## src/rtl/key_encoder_8to3_pkg.sv

```systemverilog
// Shared types and helpers for the key encoder: FSM state, default widths,
// and the priority-encode / multi-key detection functions.
package key_pkg;

    localparam int KEY_IN_W       = 8;
    localparam int KEY_CODE_W     = 3;
    // Helpers work on a fixed wide vector; callers zero-extend and truncate.
    localparam int KEY_MAX_W      = 32;
    localparam int KEY_MAX_CODE_W = 5;

    typedef enum logic {
        IDLE    = 1'b0,
        PRESSED = 1'b1
    } key_state_e;

    function automatic logic [KEY_MAX_CODE_W-1:0] prio_enc(input logic [KEY_MAX_W-1:0] v);
        logic [KEY_MAX_CODE_W-1:0] idx;
        idx = '0;
        for (int i = 0; i < KEY_MAX_W; i++) begin
            if (v[i]) idx = i[KEY_MAX_CODE_W-1:0];
        end
        return idx;
    endfunction

    function automatic logic popcnt_gt1(input logic [KEY_MAX_W-1:0] v);
        return (v & (v - KEY_MAX_W'(1))) != '0;
    endfunction

endpackage

```

## src/rtl/key_encoder_8to3_if.sv

```systemverilog
// Key-line / code handshake bundle between the board inputs, the encoder and
// the consuming control logic.
interface key_encoder_8to3_if #(
    parameter int IN_W   = 8,
    parameter int CODE_W = 3
);
    logic [IN_W-1:0]   d;
    logic              en;
    logic              ack;
    logic [CODE_W-1:0] code;
    logic              valid;
    logic              multi;
    logic              overrun;

    modport master (
        output d, en, ack,
        input  code, valid, multi, overrun
    );

    modport slave (
        input  d, en, ack,
        output code, valid, multi, overrun
    );
endinterface

```

## src/rtl/key_encoder_8to3_debounce.sv

```systemverilog
// Two-flop synchronizer plus stability counter: deb only takes a new vector
// after DEBOUNCE_CYCLES consecutive identical synchronized samples.
module key_debounce #(
    parameter int IN_W            = 8,
    parameter int DEBOUNCE_CYCLES = 16
) (
    input  logic            clk,
    input  logic            rst_n,
    input  logic            en,
    input  logic [IN_W-1:0] d,
    output logic [IN_W-1:0] deb
);
    localparam int              CNT_W    = $clog2(DEBOUNCE_CYCLES + 1);
    localparam logic [CNT_W-1:0] CNT_LAST = CNT_W'(DEBOUNCE_CYCLES - 1);

    logic [IN_W-1:0]  s1_q, s2_q;
    logic [IN_W-1:0]  deb_q, deb_d;
    logic [CNT_W-1:0] cnt_q, cnt_d;

    // The synchronizer keeps running while disabled so a held key is seen at once.
    always_ff @(posedge clk) begin
        if (!rst_n) begin
            s1_q <= '0;
            s2_q <= '0;
        end else begin
            s1_q <= d;
            s2_q <= s1_q;
        end
    end

    // A "matching cycle" is one where s2 will not change at this edge.
    always_comb begin
        cnt_d = cnt_q;
        deb_d = deb_q;
        if (!en) begin
            cnt_d = '0;
            deb_d = '0;
        end else if (s1_q != s2_q) begin
            cnt_d = '0;
        end else if (cnt_q == CNT_LAST) begin
            deb_d = s2_q;
        end else begin
            cnt_d = cnt_q + CNT_W'(1);
        end
    end

    always_ff @(posedge clk) begin
        if (!rst_n) begin
            cnt_q <= '0;
            deb_q <= '0;
        end else begin
            cnt_q <= cnt_d;
            deb_q <= deb_d;
        end
    end

    assign deb = deb_q;

endmodule

```

## src/rtl/key_encoder_8to3.sv

```systemverilog
// Registered 8-to-3 key encoder: debounced press detection, priority encode,
// and a valid/ack output holding register with sticky overrun.
module key_encoder_8to3
    import key_pkg::*;
#(
    parameter int IN_W            = KEY_IN_W,
    parameter int CODE_W          = KEY_CODE_W,
    parameter int DEBOUNCE_CYCLES = 16
) (
    input  logic              clk,
    input  logic              rst_n,
    key_encoder_8to3_if.slave bus
);
    logic [IN_W-1:0]   deb;
    logic [CODE_W-1:0] enc_code;
    logic              enc_multi;
    logic              event_w;

    key_state_e        state_q, state_d;
    logic [CODE_W-1:0] code_q, code_d;
    logic              valid_q, valid_d;
    logic              multi_q, multi_d;
    logic              overrun_q, overrun_d;

    key_debounce #(
        .IN_W            (IN_W),
        .DEBOUNCE_CYCLES (DEBOUNCE_CYCLES)
    ) u_debounce (
        .clk   (clk),
        .rst_n (rst_n),
        .en    (bus.en),
        .d     (bus.d),
        .deb   (deb)
    );

    assign enc_code  = CODE_W'(prio_enc(KEY_MAX_W'(deb)));
    assign enc_multi = popcnt_gt1(KEY_MAX_W'(deb));

    always_comb begin
        state_d   = state_q;
        code_d    = code_q;
        valid_d   = valid_q;
        multi_d   = multi_q;
        overrun_d = overrun_q;
        event_w   = 1'b0;
        if (!bus.en) begin
            state_d   = IDLE;
            code_d    = '0;
            valid_d   = 1'b0;
            multi_d   = 1'b0;
            overrun_d = 1'b0;
        end else begin
            case (state_q)
                IDLE: begin
                    if (deb != '0) begin
                        state_d = PRESSED;
                        event_w = 1'b1;
                    end
                end
                PRESSED: begin
                    if (deb == '0) state_d = IDLE;
                end
                default: state_d = IDLE;
            endcase

            // An ack in the event cycle frees the register for the new code.
            if (event_w) begin
                if (!valid_q || bus.ack) begin
                    code_d    = enc_code;
                    multi_d   = enc_multi;
                    valid_d   = 1'b1;
                    overrun_d = 1'b0;
                end else begin
                    overrun_d = 1'b1;
                end
            end else if (valid_q && bus.ack) begin
                valid_d   = 1'b0;
                overrun_d = 1'b0;
            end
        end
    end

    always_ff @(posedge clk) begin
        if (!rst_n) begin
            state_q   <= IDLE;
            code_q    <= '0;
            valid_q   <= 1'b0;
            multi_q   <= 1'b0;
            overrun_q <= 1'b0;
        end else begin
            state_q   <= state_d;
            code_q    <= code_d;
            valid_q   <= valid_d;
            multi_q   <= multi_d;
            overrun_q <= overrun_d;
        end
    end

    assign bus.code    = code_q;
    assign bus.valid   = valid_q;
    assign bus.multi   = multi_q;
    assign bus.overrun = overrun_q;

endmodule

```

## src/flat_wrapper.sv

```systemverilog
// flat-port wrapper written by rule: the top's interface ports become plain ports
module key_encoder_8to3_flat import key_pkg::*;
#(
    parameter int IN_W            = KEY_IN_W,
    parameter int CODE_W          = KEY_CODE_W,
    parameter int DEBOUNCE_CYCLES = 16
)
  (clk, rst_n, bus_d, bus_en, bus_ack, bus_code, bus_valid, bus_multi, bus_overrun);
  key_encoder_8to3_if #(.IN_W(IN_W), .CODE_W(CODE_W)) bus_i ();
  input  logic clk;
  input  logic rst_n;
  input wire logic [$bits(bus_i.d)-1:0] bus_d;
  input wire logic [$bits(bus_i.en)-1:0] bus_en;
  input wire logic [$bits(bus_i.ack)-1:0] bus_ack;
  output wire logic [$bits(bus_i.code)-1:0] bus_code;
  output wire logic [$bits(bus_i.valid)-1:0] bus_valid;
  output wire logic [$bits(bus_i.multi)-1:0] bus_multi;
  output wire logic [$bits(bus_i.overrun)-1:0] bus_overrun;
  assign bus_i.d = bus_d;
  assign bus_i.en = bus_en;
  assign bus_i.ack = bus_ack;
  assign bus_code = bus_i.code;
  assign bus_valid = bus_i.valid;
  assign bus_multi = bus_i.multi;
  assign bus_overrun = bus_i.overrun;
  key_encoder_8to3 #(.IN_W(IN_W), .CODE_W(CODE_W), .DEBOUNCE_CYCLES(DEBOUNCE_CYCLES)) u_core (.clk(clk), .rst_n(rst_n), .bus(bus_i));
endmodule
```

## config.mk

```make
export PLATFORM = sky130hd
export DESIGN_NAME = key_encoder_8to3_flat
export DESIGN_NICKNAME = d
export VERILOG_FILES = /design/src/rtl/key_encoder_8to3_pkg.sv /design/src/rtl/key_encoder_8to3_if.sv /design/src/rtl/key_encoder_8to3_debounce.sv /design/src/rtl/key_encoder_8to3.sv /design/src/flat_wrapper.sv
export SDC_FILE = /design/constraint.sdc
export NUM_CORES = 1
export LEC_CHECK = 0
export CORE_AREA = 4 4 63 80
export CTS_CLUSTER_SIZE = 8
export DETAILED_ROUTE_END_ITERATION = 16
export DIE_AREA = 0 0 67 84
export GPL_ROUTABILITY_DRIVEN = 0
export RECOVER_POWER = 100
export SKIP_CTS_REPAIR_TIMING = 1
export SLEW_MARGIN = 20
export SYNTH_ARGS = -nofsm -noshare
export SYNTH_HDL_FRONTEND = slang
export SYNTH_HIERARCHICAL = 1
export SYNTH_SLANG_ARGS = --single-unit
```

## constraint.sdc

```tcl
create_clock -name clk -period 1.7 [get_ports clk]
set_input_delay 0.17 -clock clk [delete_from_list [all_inputs] [get_ports clk]]
set_output_delay 0.17 -clock clk [all_outputs]
set_load 0.03 [all_outputs]
```

# Word-level counts from Yosys, hierarchy flattened
# Cells that the tools add are included.
[word_totals]
reg_bits = 36
inputBits = 12
out_inout_bits = 6
elab_cells = 48
[classes]
n_addsub = 2
eq_ne = 3
n_mux = 17
bitwise = 5
n_reduce_logical = 12
[ops]
columns = ["operator", "n"]
rows = [
  ["$and 8x32->32", 1],
  ["$reduce_bool 32->1", 1],
  ["$mux 3", 4],
  ["$mux 1", 10],
  ["$sub 8x1->9 const B", 1],
  ["$logic_not 8->1", 1],
  ["$ne 8x8->1", 1],
  ["$reduce_and 2->1", 4],
  ["$reduce_bool 8->1", 1],
  ["$add 5x1->5 const B", 1],
  ["$eq 5x4->1 const B", 1],
  ["$mux 2", 2],
  ["$not 1->1", 4],
  ["$reduce_or 3->1", 1],
  ["$ne 2x2->1 const B", 1],
  ["$pmux 1 s2", 1],
  ["$reduce_bool 2->1", 1],
  ["$logic_and 1x1->1", 1],
  ["$logic_not 1->1", 1],
  ["$logic_or 1x1->1", 1],
]

# Depth between registers and ports, before layout
# Gate-level depths: netlist of run 1.
[logic_depth]
word_depth = 7
ltp_mapped = 7
ltp_nobuf = 7

# Cells and area by module
# The synthesis of run 1 kept the hierarchy.
[modules_own_cells]
columns = ["mod", "instances", "cells_per_inst", "area_per_inst_um2", "seq_area_each_um2"]
rows = [
  ["key_debounce", 1, 105, 1089.8, 580.6],
  ["key_encoder_8to3", 1, 45, 365.4, 140.1],
]

# Worst setup path before layout of run 1
# Ideal clock, no wire load.
[synth_timing]
kind = "register -> register"
from = "register u_core.u_debounce.cnt_q[0]"
to = "register u_core.u_debounce.cnt_q[1]"
setup_ns = 0.114
t_arrival_ns = 1.404
t_required_ns = 1.586
path_slack_ns = 0.182
stages_incl_launch_ff = 7
n_path_buf = 1
period_less_slack_ns = 1.518
cell_sequence = "dfxtp_1 > ha_1 > and3_1 > ha_1 > clkbuf_1 > mux2i_1 > nor2_1"
[synth_between]
elab_chain_cells = 1
elab_cells_between_ends = 2
classes_between = "add/sub: 1; eq/ne: 1"
[synth_lines]
columns = ["item", "line_no", "source"]
rows = [
  ["start: declaration", "key_encoder_8to3_debounce.sv:18", "logic [CNT_W-1:0] cnt_q, cnt_d;"],
  ["start signal: assignment", "key_encoder_8to3_debounce.sv:52", "cnt_q <= cnt_d;"],
  ["$add 5x1->5 / $eq 5x4->1 (equally long branches)", "key_encoder_8to3_debounce.sv:43, key_encoder_8to3_debounce.sv:40", ""],
]
# Several ways; a longest one is shown, not always the timed one.
# A chain may end at the register's enable or synchronous reset.

# Final worst setup path of run 1
[layout_timing]
from = "register u_core.u_debounce.deb_q[2] (netlist: u_core/u_debounce/deb[2])"
to = "register u_core.code_q[1] (netlist: u_core/bus.code[1])"
[layout_between]
elab_chain_cells = 6
elab_cells_between_ends = 11
classes_between = "mux: 9; reduce/logical: 2"
[layout_lines]
columns = ["item", "line_no", "source"]
rows = [
  ["start: declaration", "key_encoder_8to3_debounce.sv:17", "logic [IN_W-1:0] deb_q, deb_d;"],
  ["start signal: assignment", "key_encoder_8to3_debounce.sv:50", "deb_q <= '0;"],
  ["start signal: assignment", "key_encoder_8to3_debounce.sv:53", "deb_q <= deb_d;"],
  ["$mux 2 (2 in a row)", "key_encoder_8to3_pkg.sv:20", "if (v[i]) idx = i[KEY_MAX_CODE_W-1:0];"],
  ["$mux 3 (4 in a row)", "key_encoder_8to3_pkg.sv:20", ""],
  ["end signal: assignment", "key_encoder_8to3.sv:92", "code_q <= code_d;"],
  ["end: declaration", "key_encoder_8to3.sv:20", "logic [CODE_W-1:0] code_q, code_d;"],
]
# Several ways; a longest one is shown, not always the timed one. The select of a mux whose other input is x is not followed.

==> results.toml, run 1 <==
[outcome]
status = "finished clean"

[logic_synthesis]
synth_cell_types = 29
synth.ff_latch_count = 36
area_fraction_in_compound_gates_after_synthesis_pct = 15.91
syn-cell-area_sq_um = 1455
dominant_cell_type_by_area_after_synthesis = "dfxtp_1"
ys_seq_area_share_pct = 49.53
synth.net_count = 164
post_synth_and_or_nand_nor_area_fraction_pct = 22.96
post_synth.cell_area_avg_sq_um = 9.701
synth_warnings = 6
syn_inst = 150
muxShareOfSynthArea_pct = 0.6879
synth_top_cell_area_share_pct = 49.53
adder_cell_area_share_of_the_yosys_netlist_pct = 1.720
synthXorXnorAreaFrac_pct = 6.621
synth_area_leaders = "dfxtp_1 50%, and2_1 6.9%, xnor2_1 5.4%"
synth_top_family_by_area = "simple AND/OR/NAND/NOR gates"

[power_and_ir_drop]
combinational_group_share_of_total_power_pct = 6.6
total_switching_power_uw = 339.2
seqPwrFrac_pct = 55.2
p_leak_uw = 0.0006120
power.clock.fraction_pct = 38.2
ir_worst_vdd_mv = 0.5622
p_int_uw = 1243
netSwitchingFraction_pct = 21.44
power_per_cell_area_nw_per_um2 = 874.3

[setup_path]
ff2ff_setup_slack_ps = 140
worst-r2r-cell-count = 5
worst_path_max_delay_cell = "a221oi_2"
critical_path_s_largest_stage_delay_ps = 490
crit_path_required_time_ps = 1890
crit_path_max_fanout = 8
r2r_start = "u_core/u_debounce/deb[2]"
crit_arrival_ps = 1760
critical_path.endpoint_type = "register"
path_cells = "nor4_1 -> clkbuf_2 -> a221oi_2 -> nor2_1 -> a311oi_1"
crit_path_start_kind = "register"
timing_worst_setup_path_type = "register to register"
worst_r2r_endpoint = "u_core/bus.code[1]"

[timing]
setup-tns-final_ps = 0
final-hold-violation-count = 0
final.setup_skew_ps = 4.677
timing.final.max_slew_violations = 0
worst_slew_margin_rel_pct = 65.31
final_min_period_over_clock_period_pct = 92.05
achievable-frequency_ghz = 0.6390
worst_slew_pin_slew_ps = 520.3
finalSetupViolCount = 0
rsz0062_at_grt = "no"
period_needed_ps = 1565

[clock_tree]
cts.root.buffer_cell = "clkbuf_8"
cts_htree_levels = 2
cts_buffer_count = 5
numClockSinks = 36
clk_pin_slew_ps = 70
cts_tree = "built"
insertion_delay_ps = 280
clock_path_buffers = 2

[finish]
post-route-cell-area_sq_um = 1809
drive_gt1_share_pct = 9.659
area_growth_syn_to_layout_pct = 24.33
antenna_cells = 0
final_util_pct = 42.17
finalNetCount = 189

[die]
placement_rows = 27
initial_utilization_pct = 33.92
num_io_pins = 18
die_w_microns = 67
die_height_microns = 84
die_area_sq_um = 5628
core_region_area_sq_um = 4290

[min_path]
timing.hold.worst.class = "input port to register"
min_to = "u_core/u_debounce/s1_q[1]"
hold-path-cell-count = 2
hp-start = "bus_d[1]"

[place]
detailed_place_hpwl_microns = 1951
numPortBuffers = 17
place_area_sq_um = 1713

[global_route]
grt-ovfl-total = 0
gr_usage_total_pct = 10.28
grt_max_degree = 18
wire_length_of_the_first_global_routing_pass_microns = 4540
initial_antenna_violation_count = 0
number_of_global_route_vias_before_repair = 1103

[detailed_routing]
average_via_count_per_standard_cell = 4.697
drt_pre_antenna_iters = 4
detail-route-antenna-nets = 0
drt_wl_total_microns = 2563
detail_route.wl_per_cell_microns = 10.95
vias = 1099
route.detailed.drc = 0
drt_iter0_drc = 23

[flow_run]
cap_violations = 0
-- cells in the mapped netlist --
library cell and instances:
clkinv_1 1, or3_4 1, nand4_1 9, o21ai_0 4
mux2i_1 1, nor3_1 1, xor2_1 2, nand4_2 2
nor4_2 1, and2_1 16, nor2_1 15, a21oi_1 15
nor4_4 1, a221oi_2 1, dfxtp_1 36, ha_1 2
a311oi_1 1, nor2b_1 1, clkbuf_1 4, xnor2_1 9
and3_1 1, nand2_1 4, and4_1 1, o31ai_1 8
inv_1 5, o211ai_1 1, and4_2 1, o21a_1 1
a211oi_1 5
-- worst max-delay path: cells and delay by family (launching register included) --
kind | cells | cell delay (ps)
buffers and inverters | 1 | 150
AOI/OAI and AO/OA | 2 | 750
and+or+nand+nor | 2 | 170
DFF | 1 | 420
-- area by class of cell --
type / instances / area (sq um)
multi-input cells: 104 / 698.2
flip-flops and latches: 36 / 720.7
repair buffers: 21 / 193.9
clock buffers: 8 / 90.09
inverters: 6 / 26.28
well taps: 58 / 72.57
fillers: 434 / 2481
repair inverters: 1 / 7.507
-- power by group through the flow --
stage / clock network (uW) / registers, uW / logic, uW
after floorplan: 0 / 890 / 67.6
after global placement: 0 / 892 / 105
after detailed placement: 0 / 892 / 107
after CTS: 628 / 873 / 107
after global routing: 671 / 875 / 116
final: 604 / 873 / 104
-- stage by stage --
stage	hold slack, ps	power [uW]	instances	worst slack [ps]
after global placement	462.2	997.1	225	140.9
after detailed placement	464.6	999.3	225	56.05
after global routing	453.7	1662	234	14.93
after floorplan	297.3	957.4	150	181.8
final	461.7	1582	234	135.1
after CTS	452.4	1608	233	46.53
-- cells in the final DEF, fill, tap and decap left out, types with 3 or more instances in the layout --
cell	n
nor2_1	15
o21ai_0	4
clkbuf_1	3
clkbuf_8	6
dlygate4sd3_1	6
a211oi_1	5
and2_0	4
and2_1	12
dfxtp_1	36
o31ai_1	8
clkdlybuf4s50_1	11
a21oi_1	15
xnor2_1	9
inv_1	5
nand2_1	4
nand4_1	9
-- state kept, by name, summed over array words and instances, names as in the netlist --
| name | flops |
|---|---|
| u_core/bus.code | 3 |
| u_core/bus.multi | 1 |
| u_core/bus.valid | 1 |
| u_core/u_debounce/s2_q | 8 |
| u_core/u_debounce/deb | 8 |
| u_core/bus.overrun | 1 |
| u_core/u_debounce/cnt_q | 5 |
| u_core/u_debounce/s1_q | 8 |
| u_core/state_q | 1 |
-- kinds of logic (layout without fill, tap and decap cells) --
| group | after synthesis | count (layout) |
|---|---|---|
| compound gates | 36 | 36 |
| mux | 1 | 1 |
| fa+ha+maj | 2 | 2 |
| flops | 36 | 36 |
| simple gates | 54 | 54 |
| xor+xnor | 11 | 11 |
| buf+inv | 10 | 36 |
-- per-layer routing --
metal	GRT usage [%]	wire, microns
met1	11.24	1135
met2	16.82	1267
met3	4.178	123
met4	4.797	36
met5	0	0
-- worst max-delay path by stage --
stage | from | end | slack (ps) | cells after the start
after CTS | u_core/u_debounce/cnt_q[0] | u_core/u_debounce/deb[7] | 50 | 6
final | u_core/u_debounce/deb[2] | u_core/bus.code[1] | 140 | 5
after detailed placement | u_core/u_debounce/cnt_q[0] | u_core/u_debounce/deb[7] | 60 | 6
after global placement | bus_ack | u_core/bus.code[1] | 140 | 5
after global routing | u_core/u_debounce/cnt_q[0] | u_core/u_debounce/cnt_q[2] | 10 | 7
after floorplan | u_core/u_debounce/cnt_q[0] | u_core/u_debounce/cnt_q[1] | 180 | 6
(Power assumes the default switching activity.)
==> run 2, diff against run 1 <==
--- a/config.mk
+++ b/config.mk
@@ -5,6 +5,8 @@
 export SDC_FILE = /design/constraint.sdc
 export NUM_CORES = 1
 export LEC_CHECK = 0
+export ABC_AREA = 0
+export CAP_MARGIN = 20
 export CORE_AREA = 4 4 63 80
 export CTS_CLUSTER_SIZE = 8
 export DETAILED_ROUTE_END_ITERATION = 16
==> results of run 2 <==
Same layout as run 1: the final DEF is identical, and so are final timing and power.
